[src/rtl/serial_ripple_subtractor.sv]
// Bit-serial subtractor: diff = a - b - bin over WIDTH bits, one bit per clock LSB-first.
// A single full-subtractor cell feeds a registered borrow; start/busy/done handshake.
module serial_ripple_subtractor #(
  parameter int WIDTH = 4
) (
  input  logic             clk,
  input  logic             rst_n,
  input  logic             start,
  input  logic [WIDTH-1:0] a,
  input  logic [WIDTH-1:0] b,
  input  logic             bin,
  output logic             busy,
  output logic             done,
  output logic [WIDTH-1:0] diff,
  output logic             bout,
  output logic             dbg_state_o
);

  localparam int CNT_W = $clog2(WIDTH);
  localparam logic [CNT_W-1:0] LAST = CNT_W'(WIDTH - 1);

  typedef enum logic {
    IDLE = 1'b0,
    RUN  = 1'b1
  } state_t;

  state_t           state_q, state_d;
  logic [WIDTH-1:0] a_sh_q, a_sh_d;
  logic [WIDTH-1:0] b_sh_q, b_sh_d;
  logic [WIDTH-1:0] d_sh_q, d_sh_d;
  logic [WIDTH-1:0] diff_q, diff_d;
  logic             brw_q, brw_d;
  logic             bout_q, bout_d;
  logic             done_q, done_d;
  logic [CNT_W-1:0] cnt_q, cnt_d;

  // Full-subtractor cell on the current LSBs.
  logic x, y, d_bit, brw_next;
  assign x        = a_sh_q[0];
  assign y        = b_sh_q[0];
  assign d_bit    = x ^ y ^ brw_q;
  assign brw_next = (~x & y) | (~(x ^ y) & brw_q);

  always_comb begin
    state_d = state_q;
    a_sh_d  = a_sh_q;
    b_sh_d  = b_sh_q;
    d_sh_d  = d_sh_q;
    diff_d  = diff_q;
    brw_d   = brw_q;
    bout_d  = bout_q;
    cnt_d   = cnt_q;
    done_d  = 1'b0;
    case (state_q)
      IDLE: begin
        if (start) begin
          a_sh_d  = a;
          b_sh_d  = b;
          brw_d   = bin;
          d_sh_d  = '0;
          cnt_d   = '0;
          state_d = RUN;
        end
      end
      RUN: begin
        d_sh_d = {d_bit, d_sh_q[WIDTH-1:1]};
        brw_d  = brw_next;
        a_sh_d = a_sh_q >> 1;
        b_sh_d = b_sh_q >> 1;
        cnt_d  = cnt_q + 1'b1;
        if (cnt_q == LAST) begin
          // Result registers only move on completion, so they hold through a new run.
          diff_d  = {d_bit, d_sh_q[WIDTH-1:1]};
          bout_d  = brw_next;
          done_d  = 1'b1;
          cnt_d   = '0;
          state_d = IDLE;
        end
      end
      default: state_d = IDLE;
    endcase
  end

  always_ff @(posedge clk or negedge rst_n) begin
    if (!rst_n) begin
      state_q <= IDLE;
      a_sh_q  <= '0;
      b_sh_q  <= '0;
      d_sh_q  <= '0;
      diff_q  <= '0;
      brw_q   <= 1'b0;
      bout_q  <= 1'b0;
      done_q  <= 1'b0;
      cnt_q   <= '0;
    end else begin
      state_q <= state_d;
      a_sh_q  <= a_sh_d;
      b_sh_q  <= b_sh_d;
      d_sh_q  <= d_sh_d;
      diff_q  <= diff_d;
      brw_q   <= brw_d;
      bout_q  <= bout_d;
      done_q  <= done_d;
      cnt_q   <= cnt_d;
    end
  end

  assign busy        = (state_q == RUN);
  assign done        = done_q;
  assign diff        = diff_q;
  assign bout        = bout_q;
  assign dbg_state_o = state_q;

endmodule

[config.mk]
export PLATFORM = sky130hd
export DESIGN_NAME = serial_ripple_subtractor
export DESIGN_NICKNAME = d
export VERILOG_FILES = /design/src/rtl/serial_ripple_subtractor.sv
export SDC_FILE = /design/constraint.sdc
export NUM_CORES = 1
export LEC_CHECK = 0
export ABC_AREA = 1
export BUFFER_PORTS_ARGS = -buffer_cell sky130_fd_sc_hd__buf_2
export CAP_MARGIN = 10
export CORE_AREA = 2 2 50 48
export CTS_BUF_LIST = sky130_fd_sc_hd__clkbuf_2 sky130_fd_sc_hd__clkbuf_4 sky130_fd_sc_hd__clkbuf_8
export DETAILED_ROUTE_END_ITERATION = 8
export DIE_AREA = 0 0 52 50
export PLACE_DENSITY_LB_ADDON = 0.15
export REMOVE_ABC_BUFFERS = 1
export SKIP_LAST_GASP = 1
export SLEW_MARGIN = 0
export SYNTH_ARGS = -nofsm -noshare
export SYNTH_HDL_FRONTEND = slang
export SYNTH_SLANG_ARGS = --single-unit
[constraint.sdc]
create_clock -name clk -period 1.5 [get_ports clk]
set_clock_uncertainty 0.15 [all_clocks]
set_input_delay 0 -clock clk [delete_from_list [all_inputs] [get_ports clk]]
set_output_delay 0 -clock clk [all_outputs]
set_load 0.03 [all_outputs]
==> summary.txt <==
ANT cells: 0
Pin slew with the least headroom to its limit: 473 ps
Xor/xnor share of the synthesized area: 0
Final hold violation count: 0
Gp weighted congestion: 0.670
Mapped Cells: 98
Crit path required time: 1350 ps
Layout area overhead: 28.8%
Worst-Skew Late Latency: 300 ps
DR WL/cell: 10.7 µm
Antenna violations before repair: 0
Run status: completed
Synth Area per Inst: 9.08 µm²
Cell Area, Placed: 1010 µm²
Fin crit period: 1390 ps
Clock sink total: 21
Largest net degree at the start of global routing: 22
Worst EP arrival: 1240 ps
DRC viols: 0
Number of port buffers: 19
First-pass GRT wire length: 3.01 mm
Slew HR: 0.685
FMAX: 718 MHz
Max cap viols: 0
WL final: 1.68 mm
# rows: 16
Pins Over Slew Limit: 0
Final period util: 0.928
Die H: 50 µm
Synth warnings: 0
Synth Area in Compound Gates: 0.0450
Maximum root-to-sink buffer count: 2
RSZ-0062 raised after global routing: no
NumNets Final: 145
Most common cell after layout, fill and taps aside: nand2_1
Io pins: 20
Worst-path clk slew: 110 ps
Yosys reg bits: 21
Vias: 720
Place WS: 151 ps
Antenna Nets Post-Route: 0
Crit start category: flop
Seq/Total Area, Yosys: 0.591
Core Region: 2060 µm²
Largest family of logic cells by synthesized area: simple AND/OR/NAND/NOR gates
Fillers: 203
DRT iter0 DRCs: 8
Post-DP HPWL: 1.07 mm
Cell area after layout: 1150 µm²
Post-synthesis mux area share: 0
Cts bufs inserted: 3
Share of cells above drive strength 1: 0.223
Critical path class: reg2out
Average via count per standard cell: 4.59
Crit Path Max Fanout: 9
Final worst slack: 108 ps
DIE AREA: 2600 µm²
Final setup vio count: 0
Maximum VDD drop: 0.881 mV
Number of H-tree levels: 1
Commonest cells after routing, fill and taps aside: nand2_1, dfrtp_1, buf_2
Type of the most critical hold path: in2async
Reg area: 526 µm²
Initial Util: 0.431
CTS tree: yes
DR pass1 iterations: 4
Number of global-route vias before repair: 673
Total track usage: 0.159
P_leak: 0.608 nW
Setup crit end kind: output port
GRT overflow: 0
Post-cts resize count: 0
Syn Std Cell Area: 890 µm²
Simple-gate share of the synthesized area: 0.249
Distinct cells, synth: 14
Sum Neg Setup Slack: 0 ps
Area occupied by multi-input gates: 294 µm²
Clk root buf: clkbuf_4
Synth Area in Adders: 0.0366
Pwr Density: 1830 nW/µm²
Die W: 52 µm
final cells by class:
cell class | instances | share of cell area
sequential | 21 | 0.459
multi-input combinational | 62 | 0.257
timing repair buffer | 33 | 0.199
inverter | 10 | 0.0328
tap | 27 | 0.0295
clock buffer | 3 | 0.0197
clock inverter | 1 | 0.00437
cell families (layout without fill, tap and decap cells):
group           Yosys count  after routing
simple gates             52             52
flops                    21             21
buf+inv                  15             47
compound gates            8              8
fa+ha+maj                 2              2
critical path, cell delays in order (launching register included):
cell,delay (ps)
dfrtp_1,520
buf_4,220
buf_2,200
power by group:
| group | internal (mW) | leakage, nW | switching, mW |
|---|---|---|---|
| Clock | 0.0994 | 0.0177 | 0.169 |
| Sequential | 0.794 | 0.268 | 0.131 |
| Combinational | 0.318 | 0.323 | 0.583 |
what timing repair did:
action,4_1_cts,5_1_grt
hold buffers,11,0
hold endpoints to repair,32,0
buffers inserted,0,0
layer usage:
layer	wire length, µm	global-route usage	vias to the layer above
met5	0	0	-
li1	-	-	369
met3	84	0.0636	2
met1	805	0.198	331
met4	13	0.0263	0
met2	777	0.259	18
flip-flops by register name, summed over array words and instances, names as in the netlist:
| signal | flops |
|---|---|
| a_sh_q | 4 |
| b_sh_q | 4 |
| bout | 1 |
| brw_q | 1 |
| busy | 1 |
| cnt_q | 2 |
| d_sh_q | 3 |
| diff | 4 |
| done | 1 |
synthesized netlist by cell type:
master / n / share of area
ha_1: 1 / 0.014
buf_4: 3 / 0.025
dfrtp_1: 21 / 0.59
buf_2: 2 / 0.011
inv_2: 1 / 0.0042
nor2_2: 1 / 0.0070
nand3_1: 17 / 0.096
o21ai_0: 6 / 0.034
nand2_2: 1 / 0.0070
nand2_1: 32 / 0.14
inv_1: 9 / 0.038
fa_1: 1 / 0.023
o21ai_1: 2 / 0.011
nor2_1: 1 / 0.0042
stage by stage:
step | utilization | std cells | hold slack (ps) | power, mW
finish | 0.556 | 157 | 18.3 | 2.09
global route | 0.556 | 157 | 43.6 | 2.30
CTS | 0.556 | 157 | 26.8 | 2.13
detailed placement | 0.489 | 142 | -163 | 1.83
global placement | 0.489 | 142 | -165 | 1.82
floorplan | - | 93 | -446 | 1.54
path summary, 6_finish.rpt:
path,depth (start not counted),from,to,slack [ps]
setup / recovery,2,busy$_DFF_PN0_,dbg_state_o,110
hold / removal,2,rst_n,diff[2]$_DFFE_PN0P_,20
setup reg to reg,3,a_sh_q[0]$_DFFE_PN0P_,diff[3]$_DFFE_PN0P_,140
hold reg to reg,2,cnt_q[1]$_DFFE_PN0P_,cnt_q[1]$_DFFE_PN0P_,340
max in group asynchronous,2,rst_n,brw_q$_DFFE_PN0P_,860
min in group clk,4,a[3],a_sh_q[3]$_DFFE_PN0P_,320
Note: power is estimated with default switching activity, not from simulation.
